## src/rtl/sram_arb_pkg.sv

```systemverilog
// sram_arb_pkg: shared types and constants for the SRAM arbiter.
// Contents: FSM state enum, grant owner enum, plane/offset sizing constants.
package sram_arb_pkg;
    typedef enum logic [1:0] {IDLE, VID, CPU, DONE} state_t;
    typedef enum logic {G_CPU, G_VID} grant_t;
    localparam int NUM_PLANES = 4;
    localparam int PLANE_W    = 8;
    localparam int VID_OFS_W  = 13;
endpackage

```

## src/rtl/sram_arbiter_if.sv

```systemverilog
// sram_arbiter_if: CPU, video and SRAM-mapping signals of the arbiter.
// slave  : arbiter side (takes requests and mem_din, drives results and mem_*).
// master : requester/memory side (drives requests and mem_din).
interface sram_arbiter_if;
    import sram_arb_pkg::*;
    logic                             cpu_req;
    logic                             cpu_wr;
    logic [15:0]                      cpu_addr;
    logic [2:0]                       cpu_page;
    logic [7:0]                       cpu_wdata;
    logic [7:0]                       cpu_rdata;
    logic                             cpu_ack;
    logic                             vid_req;
    logic [VID_OFS_W-1:0]             vid_addr;
    logic [NUM_PLANES*PLANE_W-1:0]    vid_data;
    logic                             vid_valid;
    logic [15:0]                      mem_abus;
    logic [2:0]                       mem_page;
    logic                             mem_wr_n;
    logic [7:0]                       mem_dout;
    logic [7:0]                       mem_din;
    modport slave (
        input  cpu_req, cpu_wr, cpu_addr, cpu_page, cpu_wdata, vid_req, vid_addr, mem_din,
        output cpu_rdata, cpu_ack, vid_data, vid_valid, mem_abus, mem_page, mem_wr_n, mem_dout
    );
    modport master (
        output cpu_req, cpu_wr, cpu_addr, cpu_page, cpu_wdata, vid_req, vid_addr, mem_din,
        input  cpu_rdata, cpu_ack, vid_data, vid_valid, mem_abus, mem_page, mem_wr_n, mem_dout
    );
endinterface

```

## src/rtl/sram_slot_timer.sv

```systemverilog
// sram_slot_timer: counts 0..ACC_CYCLES-1 while run is high, one pass per SRAM slot.
// Ports: clk, reset_n (async active-low), run (slot in progress),
//        start (first cycle of slot), last (final cycle of slot).
module sram_slot_timer #(
    parameter int ACC_CYCLES = 2
) (
    input  logic clk,
    input  logic reset_n,
    input  logic run,
    output logic start,
    output logic last
);
    logic [2:0] cnt;

    assign start = run && cnt == 3'd0;
    assign last  = run && cnt == 3'(ACC_CYCLES - 1);

    always_ff @(posedge clk or negedge reset_n) begin
        if (!reset_n)
            cnt <= '0;
        else
            cnt <= (run && !last) ? cnt + 3'd1 : 3'd0;
    end
endmodule

```

## src/rtl/sram_arbiter.sv

```systemverilog
// sram_arbiter: shares one 8-bit SRAM between a CPU byte port and a 4-plane video fetcher.
// Ports: clk, reset_n (async active-low), bus (sram_arbiter_if.slave):
//        cpu_* byte request/response, vid_* burst request/response, mem_* mapping-block side.
module sram_arbiter
    import sram_arb_pkg::*;
#(
    parameter int   ACC_CYCLES = 2,
    parameter logic VID_BASE   = 1'b1
) (
    input logic           clk,
    input logic           reset_n,
    sram_arbiter_if.slave bus
);
    state_t     state, state_nx;
    grant_t     last_grant, grant_nx;
    logic [1:0] plane;
    logic       wr;
    logic       slot_start, slot_last;

    sram_slot_timer #(.ACC_CYCLES(ACC_CYCLES)) u_timer (
        .clk    (clk),
        .reset_n(reset_n),
        .run    (state == VID || state == CPU),
        .start  (slot_start),
        .last   (slot_last)
    );

    always_ff @(posedge clk or negedge reset_n) begin
        if (!reset_n) begin
            state      <= IDLE;
            last_grant <= G_CPU;
        end else begin
            state      <= state_nx;
            last_grant <= grant_nx;
        end
    end

    // On contention the side that did not win last time gets the slot.
    // The first slot of each access is address setup, so the write strobe skips it.
    always_comb begin
        state_nx      = state;
        grant_nx      = last_grant;
        bus.cpu_ack   = state == DONE && last_grant == G_CPU;
        bus.vid_valid = state == DONE && last_grant == G_VID;
        bus.mem_wr_n  = !(state == CPU && wr && !slot_start);
        case (state)
            IDLE:
                if (bus.vid_req && (!bus.cpu_req || last_grant == G_CPU)) begin
                    state_nx = VID;
                    grant_nx = G_VID;
                end else if (bus.cpu_req) begin
                    state_nx = CPU;
                    grant_nx = G_CPU;
                end
            VID:     state_nx = (slot_last && plane == 2'(NUM_PLANES - 1)) ? DONE : VID;
            CPU:     state_nx = slot_last ? DONE : CPU;
            default: state_nx = IDLE;
        endcase
    end

    always_ff @(posedge clk or negedge reset_n) begin
        if (!reset_n) begin
            plane         <= '0;
            wr            <= 1'b0;
            bus.mem_abus  <= '0;
            bus.mem_page  <= '0;
            bus.mem_dout  <= '0;
            bus.cpu_rdata <= '0;
            bus.vid_data  <= '0;
        end else if (state == IDLE && state_nx == VID) begin
            plane        <= '0;
            bus.mem_abus <= {VID_BASE, 2'b00, bus.vid_addr};
            bus.mem_page <= '0;
        end else if (state == IDLE && state_nx == CPU) begin
            wr           <= bus.cpu_wr;
            bus.mem_abus <= bus.cpu_addr;
            bus.mem_page <= bus.cpu_page;
            if (bus.cpu_wr)
                bus.mem_dout <= bus.cpu_wdata;
        end else if (state == VID && slot_last) begin
            bus.vid_data[PLANE_W*plane +: PLANE_W] <= bus.mem_din;
            plane                                  <= plane + 2'd1;
            bus.mem_abus[14:13]                    <= plane + 2'd1;
        end else if (state == CPU && slot_last && !wr) begin
            bus.cpu_rdata <= bus.mem_din;
        end
    end
endmodule

```

## src/flat_wrapper.sv

```systemverilog
// flat-port wrapper written by rule: the top's interface ports become plain ports
module sram_arbiter_flat import sram_arb_pkg::*;
#(
    parameter int   ACC_CYCLES = 2,
    parameter logic VID_BASE   = 1'b1
)
  (clk, reset_n, bus_cpu_req, bus_cpu_wr, bus_cpu_addr, bus_cpu_page, bus_cpu_wdata, bus_vid_req, bus_vid_addr, bus_mem_din, bus_cpu_rdata, bus_cpu_ack, bus_vid_data, bus_vid_valid, bus_mem_abus, bus_mem_page, bus_mem_wr_n, bus_mem_dout);
  sram_arbiter_if bus_i ();
  input logic clk;
  input logic reset_n;
  input wire logic [$bits(bus_i.cpu_req)-1:0] bus_cpu_req;
  input wire logic [$bits(bus_i.cpu_wr)-1:0] bus_cpu_wr;
  input wire logic [$bits(bus_i.cpu_addr)-1:0] bus_cpu_addr;
  input wire logic [$bits(bus_i.cpu_page)-1:0] bus_cpu_page;
  input wire logic [$bits(bus_i.cpu_wdata)-1:0] bus_cpu_wdata;
  input wire logic [$bits(bus_i.vid_req)-1:0] bus_vid_req;
  input wire logic [$bits(bus_i.vid_addr)-1:0] bus_vid_addr;
  input wire logic [$bits(bus_i.mem_din)-1:0] bus_mem_din;
  output wire logic [$bits(bus_i.cpu_rdata)-1:0] bus_cpu_rdata;
  output wire logic [$bits(bus_i.cpu_ack)-1:0] bus_cpu_ack;
  output wire logic [$bits(bus_i.vid_data)-1:0] bus_vid_data;
  output wire logic [$bits(bus_i.vid_valid)-1:0] bus_vid_valid;
  output wire logic [$bits(bus_i.mem_abus)-1:0] bus_mem_abus;
  output wire logic [$bits(bus_i.mem_page)-1:0] bus_mem_page;
  output wire logic [$bits(bus_i.mem_wr_n)-1:0] bus_mem_wr_n;
  output wire logic [$bits(bus_i.mem_dout)-1:0] bus_mem_dout;
  assign bus_i.cpu_req = bus_cpu_req;
  assign bus_i.cpu_wr = bus_cpu_wr;
  assign bus_i.cpu_addr = bus_cpu_addr;
  assign bus_i.cpu_page = bus_cpu_page;
  assign bus_i.cpu_wdata = bus_cpu_wdata;
  assign bus_i.vid_req = bus_vid_req;
  assign bus_i.vid_addr = bus_vid_addr;
  assign bus_i.mem_din = bus_mem_din;
  assign bus_cpu_rdata = bus_i.cpu_rdata;
  assign bus_cpu_ack = bus_i.cpu_ack;
  assign bus_vid_data = bus_i.vid_data;
  assign bus_vid_valid = bus_i.vid_valid;
  assign bus_mem_abus = bus_i.mem_abus;
  assign bus_mem_page = bus_i.mem_page;
  assign bus_mem_wr_n = bus_i.mem_wr_n;
  assign bus_mem_dout = bus_i.mem_dout;
  sram_arbiter #(.ACC_CYCLES(ACC_CYCLES), .VID_BASE(VID_BASE)) u_core (.clk(clk), .reset_n(reset_n), .bus(bus_i));
endmodule
```

## config.mk

```make
export PLATFORM = sky130hd
export DESIGN_NAME = sram_arbiter_flat
export DESIGN_NICKNAME = d
export VERILOG_FILES = /design/src/rtl/sram_arb_pkg.sv /design/src/rtl/sram_arbiter_if.sv /design/src/rtl/sram_slot_timer.sv /design/src/rtl/sram_arbiter.sv /design/src/flat_wrapper.sv
export SDC_FILE = /design/constraint.sdc
export NUM_CORES = 1
export LEC_CHECK = 0
export CAP_MARGIN = 0
export CORE_ASPECT_RATIO = 0.8
export CORE_UTILIZATION = 30
export CTS_CLUSTER_SIZE = 8
export DETAILED_ROUTE_END_ITERATION = 8
export SLEW_MARGIN = 20
export SYNTH_ARGS = -nofsm -noshare
export SYNTH_HDL_FRONTEND = slang
export SYNTH_SLANG_ARGS = --single-unit
```

## constraint.sdc

```tcl
create_clock -name clk -period 3 [get_ports clk]
set_input_delay 0.75 -clock clk [delete_from_list [all_inputs] [get_ports clk]]
set_output_delay 0.75 -clock clk [all_outputs]
set_load 0.05 [all_outputs]
```

# Yosys cells after proc, flatten, opt, wreduce, memory -nomap -nowiden
# Cells that the tools add are included.
# classes
add_sub_neg	3
eq_ne	8
shift	2
mux	18
bitwise	4
reduce_logical	33
# op_table
cell	count
5-bit negator with 34-bit output	1
8-bit by 34-bit variable shift with 32-bit output, first input constant	1
8-bit by 34-bit variable part select with 32-bit output	1
32-bit bitwise mux	1
16-bit two-way mux	1
1-bit logical AND	14
2-bit two-way mux	7
13-bit two-way mux	1
3-bit two-way mux	3
2-bit == test, second input constant	4
2-bit case mux with 3 select lines	1
2-bit AND reduction	3
3-bit AND reduction	2
2-bit nonzero test	3
1-bit logical NOT	5
2-bit by 1-bit == test with 1-bit output, second input constant	2
1-bit two-way mux	4
1-bit inverter	4
4-bit AND reduction	1
3-bit by 1-bit adder with 3-bit output, second input constant	1
3-bit by 1-bit == test with 1-bit output, second input constant	1
3-bit logical NOT	1
3-bit nonzero test	1
2-bit by 1-bit adder with 2-bit output, second input constant	1
other kinds (3)	4
# totals
register_bits	76
input_bits	53
word_cells	79

# Longest topological paths before layout
# depth
ltp_word	10
ltp_mapped	9

# Hierarchy
# A second synthesis with hierarchy kept.
# unflattened
cells_unflattened	319
area_unflattened_um2	3539.6
# by_module_without_submodules
module	instances	cells_each	area_per_inst_um2	seq_area_each_um2
sram_arbiter	1	301	3354.5	1826.8
sram_slot_timer	1	18	185.2	75.1

# Least setup slack after synthesis
# No wires, ideal clock.
# synth_path
kind	register -> register
start	reg u_core.state[0]
end	reg u_core.bus.mem_abus[10]
setup_ns	0.068
arrival_time_ns	2.005
t_required_ns	2.932
slack_ns	0.927
stages_incl_launch_ff	9
synth_period_minus_slack_ns	2.073
path_cell_list	dfrtp_1 -> inv_1 -> ha_1 -> and4b_1 -> and2_2 -> buf_2 -> o22ai_4 -> buf_6 -> o221a_1
# synth_via
elab_chain_cells	9
elab_cells_between_ends	17
classes_between	eq/ne (4); mux (6); reduce/logical (7)
# synth_lines
item	line_no	source
start: declaration	sram_arbiter.sv:14	state_t state, state_nx;
start signal: assignment	sram_arbiter.sv:33	state <= state_nx;
2-bit by 1-bit == test with 1-bit output / 2-bit == test (equally long branches)	sram_arbiter.sv:23, sram_arbiter.sv:46	
1-bit logical OR	sram_arbiter.sv:23	.run (state == VID || state == CPU),
1-bit logical AND	sram_slot_timer.sv:16	assign last = run && cnt == 3'(ACC_CYCLES - 1);
1-bit logical AND	sram_arbiter.sv:55	VID: state_nx = (slot_last && plane == 2'(NUM_PLANES - 1)) ? DONE : VID;
2-bit two-way mux	sram_arbiter.sv:55	
2-bit case mux with 3 select lines	sram_arbiter.sv:46	case (state)
2-bit by 1-bit == test with 1-bit output / 2-bit == test (equally long branches)	sram_arbiter.sv:70, sram_arbiter.sv:74	
1-bit logical AND, on equally long branches	sram_arbiter.sv:70, sram_arbiter.sv:74	
16-bit two-way mux / 2-bit nonzero test (equally long branches)	n/a	
end signal: assignment	sram_arbiter.sv:72	bus.mem_abus <= {VID_BASE, 2'b00, bus.vid_addr};
end signal: assignment	sram_arbiter.sv:76	bus.mem_abus <= bus.cpu_addr;
end: declaration	sram_arbiter_if.sv:24	output cpu_rdata, cpu_ack, vid_data, vid_valid, mem_abus, mem_page, mem_wr_n, mem_dout
# Parallel ways exist; a longest one is shown, timed or not.
# A chain may end at the register's enable or synchronous reset.

# Worst setup path after layout
# layout_path
start	reg u_core.state[1]
end	out bus_cpu_ack
# layout_via
elab_chain_cells	2
# layout_lines
item	line_no	source
2-bit == test	sram_arbiter.sv:43	bus.cpu_ack = state == DONE && last_grant == G_CPU;
1-bit logical AND	sram_arbiter.sv:43	
end: declaration	flat_wrapper.sv:20	output wire logic [$bits(bus_i.cpu_ack)-1:0] bus_cpu_ack;
# Every way passes these cells.

==> qor.yml <==
run_status:
  outcome: "finished with violations"
  violations: "design-rule violations"
worst_setup_path:
  cp.arrival_ns: 1.90
  cp_cell_sequence: "ha_1, nor2b_1, clkdlybuf4s50_1"
  critPathRequiredTime_ns: 2.25
  cp_top_family: "buffers and inverters"
  cp_max_fo: 5
  worst-setup-path-type: "flop to output port"
  path_buf_inv: 1
  critPathMaxStageDelay_ns: 0.81
  endpoint_kind: "output port"
  worstSetupStartpointType: "flop"
  cp_slowest_cell: "clkdlybuf4s50_1"
global_route:
  grt.total_usage: 0.166
  grt.overflow.total: 0
  grt_pass1_wl_mm: 15.9
  grt_pass1_vias: 2885
  antenna_found_initial: 0
  grt_start_max_net_pins: 77
  grt_use_met2: 0.244
  gr-usage-met3: 0.0510
  use_met1: 0.233
  grt.busiest_layer: "met2"
routing:
  drtPass1Iterations: 7
  wl_per_cell_um: 17.1
  drt-initial-drc-count: 158
  vias_per_cell: 4.96
  ant_nets: 0
  routed_wl_mm: 9.96
  num_vias: 2894
  drc: 14
finish:
  nNetsFinal: 499
  area.growth.synth_to_final_pct: 45.4
  fill_cells: 1077
  drive_gt1_frac: 0.149
  final_common_cell: "clkdlybuf4s50_1"
  layout_common_cells: "clkdlybuf4s50_1, dfrtp_1, nand2_1"
  num_antenna_cells: 0
floorplan:
  dieArea_mm2: 0.0126
  die_h_um: 101
  boundaryPins: 123
  die_w_um: 125
  start_util: 0.313
  core_mm2: 0.0117
  row_count: 35
timing:
  worst_slew_pin_slew_ns: 0.985
  hold_viol: 0
  max_freq_ghz: 0.378
  post-route-period-util: 0.882
  setup_viol_count_final: 0
  slew_headroom: 0.343
  slew_viol_final: 0
  finalWorstSetupSlack_ns: 0.354
  rsz0062_at_grt: "false"
  skew_ns: 0.00574
  min_period_ns: 2.65
  tns_ns: 0
clocking:
  cts_resized: 0
  postCtsSetupRepairBufs: 0
  cts_buffers: 9
  clock_sinks: 76
  hold_buffers: 0
  clkLatencyLatePin_ns: 0.33
  cts.clk_slew.worst_paths_ns: 0.06
  cts_tree: "yes"
  cts-root-buf: "clkbuf_16"
  clk_path_buf_depth: 2
  cts-htree-levels: 3
synth:
  synth-main-ff-cell: "dfrtp_1"
  yosysSeqAreaShare: 0.520
  synthArstFlopShare: 1.00
  synth_top_area_share: 0.520
  synth.avg_cell_area_um2: 12.1
  synthTopCellsByArea: "dfrtp_1, ha_1, mux2_2"
  syn_area_mm2: 0.00366
  synthesis.nets: 368
  yosysWarnings: 0
  yosysUniqueCellTypes: 58
  synth_seq_cells: 76
  netlist_instances: 302
  yosysTopAreaCell: "dfrtp_1"
  synth-edff-count: 0
placed_design:
  place.gp.congestion: 0.753
  post-place-ws_ns: 0.216
  numPortBuffers: 122
  detailed_place_hpwl_mm: 7.21
flow_run:
  drv_cap: 0
power_and_ir_drop:
  ir_worst_vdd_mv: 0.548
  p_per_area_mw_per_mm2: 1290
  leakagePower_nw: 2.19
hold_path:
  holdCritPathClass: "flop to flop"
power breakdown:
| group | switching (mW) | leakage (nW) | internal [mW] |
|---|---|---|---|
| clock | 0.394 | 0.131 | 0.569 |
| combinational | 2.61 | 1.17 | 1.53 |
| sequential | 0.290 | 0.888 | 1.48 |
cells in the mapped netlist, drive strengths merged (6+ instances only):
master  number
nand3       12
or3         14
a22o        16
o21ai       12
nand2       34
mux2        16
o221a       13
nor2        10
ha          13
dfrtp       76
a21oi        6
buf          8
a22oi       10
inv         10
cell families (layout without fill, tap and decap cells):
logic type               after synthesis  count (layout)  share of synthesized area
AND/OR/NAND/NOR                       97              97                      0.149
AO/OA/AOI/OAI                         76              76                      0.201
flip-flops                            76              76                      0.520
buffers and inverters                 21             155                     0.0284
multiplexers                          18              18                     0.0548
adder cells (fa/ha/maj)               13              13                     0.0445
XOR/XNOR                               1               1                    0.00240
registers in the layout, indices dropped and copies added, names as in the netlist:
signal                count
u_core.bus.mem_abus      16
u_core.bus.vid_data      32
u_core.plane              2
u_core.last_grant         1
u_core.u_timer.cnt        3
u_core.bus.cpu_rdata      8
u_core.bus.mem_dout       8
u_core.state              2
u_core.wr                 1
u_core.bus.mem_page       3
layout make-up:
class	instances	area (µm²)	share of cell area
timing repair buffer	131	1280	0.241
clock buffer	11	243	0.0457
clock inverter	3	15.0	0.00282
multi-input combinational	205	1650	0.310
inverter	10	37.5	0.00706
sequential	76	1900	0.358
tap	148	185	0.0348
path summary, 6_finish.rpt:
path / startpoint / to / slack, ns / cells past startpoint
max: u_core.state[1] / bus_cpu_ack / 0.35 / 3
min: u_core.bus.vid_data[27] / u_core.bus.vid_data[27] / 0.47 / 2
max reg2reg: u_core.state[1] / u_core.bus.mem_abus[8] / 0.36 / 7
min reg2reg: u_core.bus.vid_data[27] / u_core.bus.vid_data[27] / 0.47 / 2
max in group asynchronous: reset_n / u_core.bus.mem_abus[13] / 1.79 / 1
min in group asynchronous: reset_n / u_core.bus.mem_dout[6] / 0.58 / 1
layer usage:
metal | wire length (µm) | share of wire
met3 | 699 | 0.070
met1 | 4860 | 0.49
met4 | 68 | 0.0068
met2 | 4340 | 0.44
met5 | 0 | 0
through the flow:
stage	instances	power (mW)	util	area [µm²]	hold slack, ns
after floorplan	302	4.60	-	3660	0.454
after global placement	570	5.90	0.433	5060	0.451
after detailed placement	570	5.95	0.433	5060	0.460
after CTS	584	6.95	0.455	5320	0.472
after global routing	584	7.28	0.455	5320	0.499
final	584	6.88	0.455	5320	0.469
tightest hold or removal path: cells and delay by family (launching register included):
family / cells / cell delay [ns]
flops: 1 / 0.34
simple gates: 2 / 0.10
No activity file was read; power rests on OpenSTA's default activity.
